--- config.mk ---
export PLATFORM = sky130hd
export DESIGN_NAME = evolve_step_ctrl
export DESIGN_NICKNAME = d
export VERILOG_FILES = /design/src/rtl/evolve_step_ctrl.sv
export SDC_FILE = /design/constraint.sdc
export NUM_CORES = 1
export LEC_CHECK = 0
export CORE_MARGIN = 2
export CORE_UTILIZATION = 35
export DETAILED_ROUTE_END_ITERATION = 8
export PLACE_DENSITY = 0.6
export SYNTH_ARGS = -nofsm -noshare
export SYNTH_HDL_FRONTEND = slang
export SYNTH_SLANG_ARGS = --single-unit
--- constraint.sdc ---
create_clock -name clk -period 2.8 [get_ports clk]
set_input_delay 0.56 -clock clk [delete_from_list [all_inputs] [get_ports clk]]
set_output_delay 0.56 -clock clk [all_outputs]
set_load 0.01 [all_outputs]
--- src/rtl/evolve_step_ctrl.sv ---
// evolve_step_ctrl: speed-button debounce and generation-step handshake control.
//   Debounces btn_inc/btn_dec/btn_step (2-flop sync + stability counter), turns
//   inc/dec press events into one-cycle inc_v/dec_v pulses, picks the generation
//   tick (envolve_v rising edge in run mode, step press in pause mode) and runs a
//   four-phase step_req/step_ack handshake, counting generations and dropped ticks.
// Optional feature macro: STEP_AUTOREPEAT_EN (auto-repeat of held inc/dec buttons).
// Ports:
//   clk, rst (async, active-low)
//   mode                        1 = run (envolve_v ticks), 0 = pause (step button)
//   btn_inc, btn_dec, btn_step  raw asynchronous buttons
//   envolve_v                   speed-controller tick level
//   step_ack                    grid engine acknowledge
//   inc_v, dec_v                one-cycle speed pulses
//   step_req, busy              handshake request / FSM not idle
//   gen_count[15:0]             completed generations (wraps)
//   overrun_cnt[7:0]            ticks dropped while busy (saturates)
module evolve_step_ctrl #(
  parameter logic [19:0] DEBOUNCE      = 20'd1_000_000,
  parameter logic [24:0] REPEAT_DELAY  = 25'd25_000_000,
  parameter logic [24:0] REPEAT_PERIOD = 25'd5_000_000
) (
  input  logic        clk,
  input  logic        rst,
  input  logic        mode,
  input  logic        btn_inc,
  input  logic        btn_dec,
  input  logic        btn_step,
  input  logic        envolve_v,
  input  logic        step_ack,
  output logic        inc_v,
  output logic        dec_v,
  output logic        step_req,
  output logic        busy,
  output logic [15:0] gen_count,
  output logic [7:0]  overrun_cnt
);

  localparam int unsigned BTN_N = 3;
  localparam int unsigned CNT_W = 20;
  localparam int unsigned GEN_W = 16;
  localparam int unsigned OVR_W = 8;

  typedef enum logic [1:0] {IDLE, REQ, DONE} state_t;

  // Button index: 0 = inc, 1 = dec, 2 = step
  logic [BTN_N-1:0]            btn_raw;
  logic [BTN_N-1:0]            sync1_q, sync2_q;
  logic [BTN_N-1:0]            stable_q, stable_d, stable_prev_q;
  logic [BTN_N-1:0][CNT_W-1:0] db_cnt_q, db_cnt_d;
  logic [BTN_N-1:0]            press;

  logic             envolve_q;
  logic             tick_q, tick_d;
  logic             inc_v_q, inc_v_d, dec_v_q, dec_v_d;
  logic             rpt_inc, rpt_dec, inc_ev, dec_ev;
  state_t           state_q, state_d;
  logic             step_req_q, step_req_d, busy_q, busy_d;
  logic [GEN_W-1:0] gen_count_q, gen_count_d;
  logic [OVR_W-1:0] overrun_cnt_q, overrun_cnt_d;

  assign btn_raw = {btn_step, btn_dec, btn_inc};

  // Stability counter: toggle the stable value after DEBOUNCE differing cycles
  always_comb begin
    stable_d = stable_q;
    db_cnt_d = db_cnt_q;
    for (int unsigned i = 0; i < BTN_N; i++) begin
      if (sync2_q[i] == stable_q[i]) begin
        db_cnt_d[i] = '0;
      end else if (db_cnt_q[i] == DEBOUNCE) begin
        stable_d[i] = ~stable_q[i];
        db_cnt_d[i] = '0;
      end else begin
        db_cnt_d[i] = db_cnt_q[i] + CNT_W'(1);
      end
    end
  end

  assign press = stable_q & ~stable_prev_q;

`ifdef STEP_AUTOREPEAT_EN
  localparam int unsigned RPT_W = 25;

  logic [RPT_W-1:0] rpt_cnt_q, rpt_cnt_d;
  logic             rpt_first_q, rpt_first_d;
  logic             rpt_fire;
  logic             rpt_run;

  // Repeat only while exactly one speed button is held
  assign rpt_run = stable_q[0] ^ stable_q[1];

  // Counts from the press event; first fire after REPEAT_DELAY, then every REPEAT_PERIOD
  always_comb begin
    rpt_cnt_d   = rpt_cnt_q;
    rpt_first_d = rpt_first_q;
    rpt_fire    = 1'b0;
    if (!rpt_run || press[0] || press[1]) begin
      rpt_cnt_d   = '0;
      rpt_first_d = 1'b1;
    end else if (rpt_cnt_q == (rpt_first_q ? REPEAT_DELAY : REPEAT_PERIOD) - RPT_W'(1)) begin
      rpt_fire    = 1'b1;
      rpt_cnt_d   = '0;
      rpt_first_d = 1'b0;
    end else begin
      rpt_cnt_d = rpt_cnt_q + RPT_W'(1);
    end
  end

  always_ff @(posedge clk or negedge rst) begin
    if (!rst) begin
      rpt_cnt_q   <= '0;
      rpt_first_q <= 1'b1;
    end else begin
      rpt_cnt_q   <= rpt_cnt_d;
      rpt_first_q <= rpt_first_d;
    end
  end

  assign rpt_inc = rpt_fire & stable_q[0];
  assign rpt_dec = rpt_fire & stable_q[1];
`else
  logic unused_repeat_cfg;
  assign unused_repeat_cfg = ^{REPEAT_DELAY, REPEAT_PERIOD};
  assign rpt_inc = 1'b0;
  assign rpt_dec = 1'b0;
`endif

  // Simultaneous inc and dec events cancel each other
  assign inc_ev  = press[0] | rpt_inc;
  assign dec_ev  = press[1] | rpt_dec;
  assign inc_v_d = inc_ev & ~dec_ev;
  assign dec_v_d = dec_ev & ~inc_ev;

  // Tick from the selected source, registered before the FSM sees it
  assign tick_d = mode ? (envolve_v & ~envolve_q) : press[2];

  // Handshake FSM plus generation / overrun counters
  always_comb begin
    state_d       = state_q;
    gen_count_d   = gen_count_q;
    overrun_cnt_d = overrun_cnt_q;
    unique case (state_q)
      IDLE: if (tick_q) state_d = REQ;
      REQ: begin
        if (step_ack) begin
          state_d     = DONE;
          gen_count_d = gen_count_q + GEN_W'(1);
        end
      end
      DONE:    if (!step_ack) state_d = IDLE;
      default: state_d = IDLE;
    endcase
    if (tick_q && (state_q != IDLE) && (overrun_cnt_q != '1)) begin
      overrun_cnt_d = overrun_cnt_q + OVR_W'(1);
    end
  end

  assign step_req_d = (state_d == REQ);
  assign busy_d     = (state_d != IDLE);

  always_ff @(posedge clk or negedge rst) begin
    if (!rst) begin
      sync1_q       <= '0;
      sync2_q       <= '0;
      stable_q      <= '0;
      stable_prev_q <= '0;
      db_cnt_q      <= '0;
      envolve_q     <= 1'b0;
      tick_q        <= 1'b0;
      inc_v_q       <= 1'b0;
      dec_v_q       <= 1'b0;
      state_q       <= IDLE;
      step_req_q    <= 1'b0;
      busy_q        <= 1'b0;
      gen_count_q   <= '0;
      overrun_cnt_q <= '0;
    end else begin
      sync1_q       <= btn_raw;
      sync2_q       <= sync1_q;
      stable_q      <= stable_d;
      stable_prev_q <= stable_q;
      db_cnt_q      <= db_cnt_d;
      envolve_q     <= envolve_v;
      tick_q        <= tick_d;
      inc_v_q       <= inc_v_d;
      dec_v_q       <= dec_v_d;
      state_q       <= state_d;
      step_req_q    <= step_req_d;
      busy_q        <= busy_d;
      gen_count_q   <= gen_count_d;
      overrun_cnt_q <= overrun_cnt_d;
    end
  end

  assign inc_v       = inc_v_q;
  assign dec_v       = dec_v_q;
  assign step_req    = step_req_q;
  assign busy        = busy_q;
  assign gen_count   = gen_count_q;
  assign overrun_cnt = overrun_cnt_q;

endmodule

Word level (Yosys, flattened, before mapping)
Index checks and enable logic that the tools add are counted.
- add/sub/neg operators: 5
- muxes and demuxes: 11
- reduce and logical (&&, ||, !) cells: 9
- bitwise gates (word level): 14
- eq/ne operators: 10
- operator list (kind ; number):
    20-bit two-way mux ; 6
    20-bit by 1-bit adder with 20-bit output, second input constant ; 3
    20-bit equality test, second input constant ; 3
    16-bit by 1-bit adder with 16-bit output, second input constant ; 1
    1-bit NOT ; 9
    8-bit by 1-bit adder with 8-bit output, second input constant ; 1
    8-bit != test, second input constant ; 1
    2-bit AND reduction ; 4
    2-bit two-way mux ; 3
    2-bit case mux with 3 select lines ; 1
    2-bit by 1-bit equality test with 1-bit output, second input constant ; 2
    2-bit nonzero test ; 2
    1-bit bitwise AND ; 3
    3-bit bitwise AND ; 1
    1-bit equality test ; 3
    3-bit NOT ; 1
    2-bit equality test, second input constant ; 1
    1-bit logical AND ; 2
    2-bit logical NOT ; 1
    1-bit two-way mux ; 1
- input bits: 8
- output and inout port bits: 28
- register bits after elaboration: 104

Longest topological paths before layout
Gate-level depths: netlist (run 1).
- word-level depth: 4
- mapped depth: 7
- gate-level depth less buffers: 6

Worst setup path before layout (run 1)
No wires, ideal clock.
- path kind: reg-to-reg
- from: register db_cnt_q[0] in the netlist's numbering
- to: register db_cnt_q[18] in the netlist's numbering
- buffers on the path: 1
- period minus slack after synthesis: 1.948 ns
- arrival: 1.870 ns
- slack: 0.852 ns
- setup time: 0.078 ns
- stages on the path, launching flop included: 7
- cells stage by stage: dfrtp_1 ha_1 clkbuf_1 nand2_1 or4_1 or4_1 a21oi_1
- RTL lines (item ; RTL line ; text):
    start, declared ; 49 ; logic [BTN_N-1:0][CNT_W-1:0] db_cnt_q, db_cnt_d;
    start signal, assigned ; 182 ; db_cnt_q <= db_cnt_d;

==> results of run 1 <==
## placed cells by master (no fill, tap or decap), drive strengths merged, types with 19 or more instances in the layout
master	n
dfrtp	104
nor2	59
clkdlybuf4s50	34
nand2	33
nand3	31
xnor2	31
xor2	30
inv	20
a21oi	19
## per-layer routing
layer | wire length [microns] | up-vias
met3 | 339 | 4
met1 | 4263 | 1691
li1 | - | 1705
met2 | 4235 | 47
met4 | 60 | 0
met5 | 0 | -
## through the flow
| stage | power, W | setup slack (ns) | util | instances | hold slack, ns |
|---|---|---|---|---|---|
| after floorplan | 0.001833 | 0.8523 | - | 468 | 0.2644 |
| after global placement | 0.002033 | 0.6794 | 0.4044 | 673 | 0.3376 |
| after detailed placement | 0.002044 | 0.6168 | 0.4044 | 673 | 0.3396 |
| after CTS | 0.003255 | 0.6424 | 0.4257 | 689 | 0.1578 |
| after global routing | 0.003358 | 0.5230 | 0.4257 | 689 | 0.1755 |
| final | 0.003188 | 0.6209 | 0.4257 | 689 | 0.1543 |
## worst max-delay path, delay by kind of cell (launching register included)
family | cells | cell delay (ns)
AOI/OAI and AO/OA | 1 | 0.18
adders and majority gates | 1 | 0.24
DFF | 1 | 0.42
and+or+nand+nor | 3 | 1.26
## kinds of logic after synthesis
family	Yosys count	synth area share
AND/OR/NAND/NOR	214	0.2352
flip-flops	104	0.5412
adder cells (fa/ha/maj)	8	0.02082
buffers and inverters	31	0.02498
XOR/XNOR	61	0.1111
AO/OA/AOI/OAI	44	0.05283
multiplexers	6	0.01379
## cell type report
class | instances | area share
sequential | 104 | 0.4580
clock buffer | 12 | 0.04514
clock inverter | 4 | 0.004845
tap | 176 | 0.03876
inverter | 19 | 0.01255
multi-input combinational | 333 | 0.3693
timing repair buffer | 41 | 0.07135
## report_power, final
part           leakage [nW]  switching [W]  total [W]  internal, W
logic                 0.804       0.000155   0.000336     0.000181
registers              1.42      0.0000983    0.00168      0.00158
clock network         0.143       0.000523    0.00118     0.000653
## Yosys cell counts, types with 5 or more instances
| cell type | instances | area, sq um |
|---|---|---|
| and3_1 | 7 | 43.79 |
| nor4_1 | 5 | 31.28 |
| nor2_1 | 59 | 221.5 |
| clkbuf_1 | 9 | 33.78 |
| nor3_1 | 15 | 75.07 |
| ha_1 | 8 | 100.1 |
| o31ai_1 | 8 | 60.06 |
| or3_1 | 10 | 62.56 |
| nand3_1 | 31 | 155.2 |
| xnor2_1 | 31 | 271.5 |
| or4_1 | 14 | 105.1 |
| a21oi_1 | 18 | 90.09 |
| inv_1 | 19 | 71.32 |
| o21ai_0 | 14 | 70.07 |
| xor2_1 | 30 | 262.8 |
| dfrtp_1 | 104 | 2603 |
| nand4_1 | 15 | 93.84 |
| mux2_2 | 5 | 56.30 |
| nand2_1 | 33 | 123.9 |
## worst max-delay path by stage
stage	from	endpoint	slack [ns]	cells past startpoint
finish	db_cnt_q[40]	db_cnt_q[58]	0.62	5
global route	db_cnt_q[40]	db_cnt_q[58]	0.52	5
CTS	db_cnt_q[40]	db_cnt_q[58]	0.64	5
detailed placement	step_ack	gen_count[12]	0.62	5
global placement	step_ack	gen_count[9]	0.68	5
floorplan	db_cnt_q[0]	db_cnt_q[18]	0.85	6
## registers in the layout (all words and copies together) (netlist names)
name and cells:
envolve_q 1, state_q 2, sync2_q 3, step_req 1
dec_v 1, gen_count 16, db_cnt_q 60, sync1_q 3
inc_v 1, overrun_cnt 8, tick_q 1, stable_prev_q 3
stable_q 3, busy 1
==> flow_summary_export.csv, run 1 <==
group,metric,value,unit
outcome,status,"finished, final reports clean",
setup_path,worstPathCellList,"ha_1, nand3_1, or4_4, or4_1, a21oi_1",
setup_path,critPathRequiredTime,3.06,ns
finish,area_delta_synth_final,18.16,%
clock_tree,root_buffer,"clkbuf_16",
global_route,gr-total-overflow,0,
yosys,synth_nets,484,
setup_path,critPathKind,"reg2reg",
yosys,ys_types,39,
setup_path,cp-start-kind,"flop",
floorplan,die_h,121.2,microns
routing,dr_total_vias,3447,
sta,finalWorstPathRequiredPeriod,2.179,ns
finish,num_antenna_cells,0,
finish,stdcell_area,0.005682,sq mm
sta,worstMarginPinSlew,0.7152,ns
yosys,yosys_warnings,0,
global_route,globalRouteTotalUtil,0.1301,
setup_path,r2r_slack,0.62,ns
global_route,grt_use_met3,0.04041,
clock_tree,clk_pin_slew,0.07,ns
job,drv_cap,0,
routing,vias_per_cell,5.003,
global_route,grt_max_degree,43,
routing,dr.pass1.iters,4,
clock_tree,cts-buffers-inserted,9,
finish,multi_input_area,0.002098,sq mm
yosys,synth_area,0.004808,sq mm
floorplan,die-width,121.2,microns
routing,drtAntennaViolNets,0,
global_route,antenna_found_initial,0,
placement,portBuffers,35,
sta,finClkSkew,0.008800,ns
floorplan,pin_count,36,
yosys,netlist_instances,468,
setup_path,worstReg2RegEnd,"db_cnt_q[58]",
clock_tree,htree_levels,3,
setup_path,slowest_delay,0.61,ns
setup_path,worst_ep_arrival_time,2.44,ns
clock_tree,post_cts_buffers,0,
global_route,grt_pass1_wl,15500,microns
placement,dp_hpwl,6364,microns
routing,drc,0,
global_route,top_usage_layer,"met2",
hold_path,hold_path_class,"in2async",
clock_tree,postCtsHoldBufs,0,
power_and_ir_drop,leakagePower,2.363,nW
yosys,synth_edf_count,0,
setup_path,r2r_cells,5,
floorplan,core_area,0.01335,sq mm
global_route,first_global_vias,3403,
routing,routedWlPerCell,12.91,microns
setup_path,crit_path_top_delay_cell,"or4_4",
floorplan,design.die.area,0.01469,sq mm
sta,fin_setup_tns,0,ns
floorplan,initial_core_util,0.3602,
sta,rsz0062_at_grt,"false",
sta,drv_slew,0,
global_route,met1_usage,0.1652,
sta,slew_headroom,0.5232,
clock_tree,clock_tree.buffer_depth,2,
finish,seq_area,0.002603,sq mm
sta,finalHoldViolations,0,
yosys,synth.avg_cell_area,10.27,sq um
power_and_ir_drop,power.density,561.0,mW/mm^2
routing,drt-total-wl,8898,microns
clock_tree,cts_tree,"built",
global_route,grt_use_met2,0.2142,
setup_path,cp_max_fo,6,
sta,finalCritPeriodShare,0.7782,
yosys,synth-main-ff-cell,"dfrtp_1",
sta,clock.fmax,458.9,MHz
finish,nets,524,
yosys,async_flop_share,1.000,
clock_tree,clock_sinks,104,
sta,setup_viol,0,
floorplan,rows,42,
placement,gp_congestion,0.8012,
clock_tree,cts-resized-gates,0,
placement,place_area,0.005398,sq mm
finish,drive_gt1_frac,0.07602,
yosys,seq_area_frac_synth,0.5412,
setup_path,timing.rr.start,"db_cnt_q[40]",
setup_path,endpoint_kind,"flop",
finish,nFillCells,1262,
clock_tree,clk_latency,0.34,ns
routing,first_iter_violations,267,
power_and_ir_drop,ir_worst_vdd,0.3716,mV
yosys,ys_seq_elements,104,
Power figures use the tool's default switching activity.
==> run 2, diff against run 1 <==
==> constraint.sdc (replaced) <==
create_clock -name clk -period 2.1 [get_ports clk]
set_input_delay 0.42 -clock clk [delete_from_list [all_inputs] [get_ports clk]]
set_output_delay 0.42 -clock clk [all_outputs]
set_load 0.01 [all_outputs]
==> run 2 against run 1 <==
Non-clock buffer count is 12 higher. First-iteration DRC count decreased by 21%. Critical endpoint unchanged. Critical path depth did not move. Die area did not move. Largest power group unchanged. Worst hold slack worse by 0.13 ns.
==> flow_summary_export.csv, run 2 (synthesis results as in run 1) <==
group,metric,value,unit
finish,seq_area,0.002603,sq mm
floorplan,initial_core_util,0.3602,
power_and_ir_drop,sequentialPowerShare,0.494,
routing,top_layer_used,"met4",
placement,gp_congestion,0.7941,
global_route,globalRouteTotalUtil,0.1357,
power_and_ir_drop,p_sw_frac,0.2383,
job,drv_cap,0,
finish,area_delta_synth_final,21.39,%
clock_tree,clock_tree.buffer_depth,2,
setup_path,cp_max_fo,5,
finish,drive_gt1_frac,0.1029,
sta,clock.fmax,497.7,MHz
power_and_ir_drop,internal_power,0.003434,W
floorplan,die_h,121.2,microns
power_and_ir_drop,comb_power_share,0.101,
setup_path,cp-start-kind,"flop",
setup_path,critPathRequiredTime,2.38,ns
setup_path,r2r_cells,5,
floorplan,pin_count,36,
global_route,first_global_vias,3404,
routing,first_iter_violations,212,
setup_path,critPathBufInv,0,
global_route,antenna_found_initial,0,
setup_path,slowest_delay,0.58,ns
clock_tree,clk_pin_slew,0.07,ns
routing,routedWlPerCell,13.04,microns
power_and_ir_drop,ir_worst_vdd,0.4344,mV
floorplan,die-width,121.2,microns
global_route,grt_pass1_wl,15970,microns
routing,wl_met3,345,microns
clock_tree,clk_latency,0.35,ns
setup_path,critPathKind,"reg2reg",
routing,wl_met1,4293,microns
setup_path,worstReg2RegEnd,"db_cnt_q[58]",
finish,mostFrequentLayoutCells,"dfrtp_1 (104), nor2_1 (59), clkdlybuf4s50_1 (34)",
sta,finClkSkew,0.007125,ns
routing,wl_met2,4404,microns
outcome,status,"finished, final reports clean",
sta,slew_headroom,0.6878,
routing,drt-total-wl,9140,microns
clock_tree,cts-buffers-inserted,9,
sta,finalWorstPathRequiredPeriod,2.009,ns
hold_path,hold_path_class,"in2async",
clock_tree,cts_tree,"built",
finish,multi_input_area,0.002106,sq mm
placement,portBuffers,35,
finish,nFillCells,1277,
setup_path,crit_path_top_delay_cell,"or4_4",
floorplan,design.die.area,0.01469,sq mm
finish,largest_reg_flops,60,
routing,dr_total_vias,3493,
floorplan,rows,42,
setup_path,endpoint_kind,"flop",
power_and_ir_drop,power.density,772.4,mW/mm^2
routing,vias_per_cell,4.983,
finish,nets,536,
finish,largest_register,"db_cnt_q",
floorplan,core_area,0.01335,sq mm
routing,drc,0,
setup_path,timing.rr.start,"db_cnt_q[41]",
global_route,gr-total-overflow,0,
sta,rsz0062_at_grt,"false",
setup_path,cp_top_family,"simple AND/OR/NAND/NOR gates",
sta,worstMarginPinSlew,0.4682,ns
power_and_ir_drop,clkPwrFrac,0.405,
global_route,grt_max_degree,41,
clock_tree,htree_levels,3,
placement,dp_hpwl,6474,microns
sta,setup_viol,0,
power_and_ir_drop,leakagePower,2.440,nW
setup_path,worstPathCellList,"ha_2, nand3_2, or4_4, or4_1, a21oi_1",
sta,finalHoldViolations,0,
sta,finalCritPeriodShare,0.9568,
power_and_ir_drop,p_switching,0.001074,W
routing,dr.pass1.iters,4,
clock_tree,clock_sinks,104,
sta,fin_setup_tns,0,ns
clock_tree,root_buffer,"clkbuf_16",
clock_tree,post_cts_buffers,0,
finish,fin_util,0.4373,
finish,final_common_cell,"dfrtp_1",
setup_path,r2r_slack,0.09,ns
finish,num_antenna_cells,0,
setup_path,worst_ep_arrival_time,2.29,ns
routing,drtAntennaViolNets,0,
sta,drv_slew,0,
run 2: worst max-delay path by stage:
stage            startpoint            end  depth (start not counted)
2_1_floorplan   db_cnt_q[0]   db_cnt_q[18]                          6
3_3_place_gp       step_ack  gen_count[12]                          5
3_5_place_dp   db_cnt_q[41]   db_cnt_q[58]                          5
4_1_cts        db_cnt_q[41]   db_cnt_q[58]                          5
5_1_grt        db_cnt_q[41]   db_cnt_q[58]                          5
6_report       db_cnt_q[41]   db_cnt_q[58]                          5
run 2: layout make-up:
class,count,area share
inverters,19,0.01222
flip-flops and latches,104,0.4459
clock inverters,6,0.01543
well taps,176,0.03773
repair buffers,53,0.08703
multi-input cells,333,0.3608
clock buffers,10,0.04094
run 2: routing by layer:
metal | global-route usage | vias to the layer above
met5 | 0 | -
met4 | 0.04095 | 0
met3 | 0.04135 | 8
met2 | 0.2205 | 52
met1 | 0.1745 | 1707
li1 | - | 1726
run 2: stage by stage:
step | total power [W] | worst slack, ns | area, sq um | instances | hold WS, ns
after floorplan | 0.002444 | 0.1523 | 4808 | 468 | 0.1244
after global placement | 0.002719 | 0.1095 | 5500 | 685 | 0.3379
after detailed placement | 0.002732 | 0.05350 | 5500 | 685 | 0.3393
after CTS | 0.004591 | 0.03159 | 5829 | 701 | 0.02744
after global routing | 0.004741 | 0.009762 | 5837 | 701 | 0.04962
final | 0.004509 | 0.09070 | 5837 | 701 | 0.02622
run 2: timing repair:
item | in CTS | in global routing
endpoints found under the hold margin | 0 | 0
resized for setup | 0 | 2
hold buffers | 0 | 0
endpoints found under the setup margin | 0 | 1
run 2: power groups by stage:
stage / registers (W) / logic, W / clock network, W
6_report: 0.00223 / 0.000457 / 0.00183
5_1_grt: 0.00224 / 0.000512 / 0.00198
4_1_cts: 0.00223 / 0.000469 / 0.00189
3_5_place_dp: 0.00227 / 0.000465 / 0
3_3_place_gp: 0.00226 / 0.000459 / 0
2_1_floorplan: 0.00227 / 0.000170 / 0
==> variant, RTL diff (settings of run 1) <==
Register the input `btn_step` before use, without a reset. The logic sees it one clock later. The other inputs are not delayed to match.
--- a/src/rtl/evolve_step_ctrl.sv
+++ b/src/rtl/evolve_step_ctrl.sv
@@ -44,2 +44,8 @@
 
+  logic btn_step_q;
+
+  always_ff @(posedge clk) begin
+    btn_step_q <= btn_step;
+  end
+
   // Button index: 0 = inc, 1 = dec, 2 = step
@@ -60,3 +66,3 @@
 
-  assign btn_raw = {btn_step, btn_dec, btn_inc};
+  assign btn_raw = {btn_step_q, btn_dec, btn_inc};
 
Behaviour: no difference found for any inputs over 10 cycles, from zero or initial values and one cycle with rst low; that may be too few to reach the edited logic, so the function may still have changed.
==> variant against run 1 <==
- sequential cell count up 1
- worst setup slack better by 42 ps
- sequential share of layout area up 0.19 points
- wire length down 1.3%
- global-route usage up 0.29 points
- synthesized cell count down 1.7%
- design area up 0.35%
- synthesized area down 0.18%
- non-clock buffer count up 2
- cell count down 0.58%
- power up 2.7%
- count of clock-buffer cells in the layout down 2
- largest cell class unchanged
==> variant: results (changes against run 1) <==
----------------------------------------------------
[Run status]
  Outcome ... completed

[Worst setup path]
  Delay of the slowest cell on the worst path ... 660 ps (+50 ps)
  Worst Path Arrival ... 2410 ps (-30 ps)
  Setup slack, reg-to-reg ... 660 ps (+40 ps)
  Critical register-to-register path startpoint ... db_cnt_q[20]$_DFF_PN0_
  Slowest cell on crit path ... sky130_fd_sc_hd__or4_1

[Synthesis]
  Portion of the post-synthesis area used by sequential elements ... 0.5464 (+0.005159)
  Synth Area in Compound Gates ... 0.05370 (+0.0008785)
  Post-synthesis mux area share ... 0.01382 (+0.00002517)
  Share of synthesized registers carrying an async set or reset ... 0.9905 (-0.009524)
  Adder and majority cell fraction of the synthesized area ... 0.02086 (+0.00003799)
  Synth top area share ... 0.5422 (+0.0009877)
  Main flop type after synthesis ... sky130_fd_sc_hd__dfrtp_1
  Post-synthesis share of cell area spent on xor and xnor gates ... 0.1113 (+0.0002028)
  Most instantiated cells after synthesis ... sky130_fd_sc_hd__dfrtp_1, sky130_fd_sc_hd__nor2_1, sky130_fd_sc_hd__xnor2_1

[Route]
  Metal3 WL ... 274 µm (-19%)
  Vias ... 3371 (-2.2%)
  Routed wire length ... 8779 µm (-1.3%)
  Routed met1 length ... 4214 µm (-1.1%)
  Initial DRC Count ... 204 (-24%)
  Met2 routed wirelength ... 4197 µm (-0.90%)

[Final layout]
  Number of signal-net buffers in the layout ... 43 (+4.9%)
  Ratio of cells with drive above 1 in the final layout ... 0.08448 (+0.008456)
  Clock buffers and inverters, area share ... 0.05201 (+0.002019)
  Filler cell count ... 1275 (+1.0%)
  Share of final layout cell area taken by non-clock buffers ... 0.07373 (+0.002383)
  Total number of multi-input combinational cells ... 323 (-3.0%)
  Number of sequential cells ... 105 (+0.96%)
  Post-route cell area ... 5702 µm² (+0.35%)
  Final #Nets ... 520 (-0.76%)
  Sequential portion of the cell area ... 0.4600 (+0.001903)
  Multi-input gate area in the final layout ... 2059 µm² (-1.8%)
  Clock buffers ... 10 (-2)
  Inverters ... 22 (+3)

[Global route]
  Wire length of the first global-routing pass ... 15920 µm (+2.7%)
  Via count of the first global-routing pass ... 3464 (+1.8%)
  Met1 usage ... 0.1755 (+0.01030)
  Global-route met2 utilization ... 0.2170 (+0.002809)
  Maximum number of pins on one net before global-route repair ... 50 (+16%)
  Global-route met3 utilization ... 0.03665 (-0.003759)
  Total global routing track utilization ... 0.1330 (+0.002930)

[Pwr]
  Largest vdd supply drop ... 0.3724 mV (+0.23%)
  Gate power share ... 0.102 (-0.003)
  Leak pwr ... 2.345 nW (-0.73%)
  Clk pwr share ... 0.382 (+0.013)
  Internal Dissipation ... 2.483 mW (+3.0%)

[Timing]
  Headroom to the max-slew limit ... 0.5398 (+0.01660)
  Clock Skew ... 7.084 ps (-1.715 ps)

[Placement]
  Placer Congestion ... 0.7908 (-1.3%)
  Post-detailed-placement half-perimeter wirelength ... 6203 µm (-2.5%)

----------------------------------------------------
## variant: stage by stage
step | power [mW] | util | hold WS [ps] | std cells | worst slack [ps]
floorplan | 1.847 | - | 264.4 | 460 | 790.7
global placement | 2.051 | 0.4066 | 323.6 | 669 | 626.0
detailed placement | 2.057 | 0.4066 | 329.8 | 669 | 587.2
CTS | 3.323 | 0.4289 | 253.6 | 685 | 653.9
global route | 3.427 | 0.4289 | 279.3 | 685 | 562.7
finish | 3.274 | 0.4289 | 235.0 | 685 | 663.3
## variant: how the worst min path moves through the flow
stage / start / endpoint
floorplan: rst / busy$_DFF_PN0_
global placement: btn_step_q$_DFF_P_ / sync1_q[2]$_DFF_PN0_
detailed placement: btn_step_q$_DFF_P_ / sync1_q[2]$_DFF_PN0_
CTS: rst / gen_count[7]$_DFFE_PN0P_
global route: rst / gen_count[7]$_DFFE_PN0P_
finish: rst / gen_count[7]$_DFFE_PN0P_
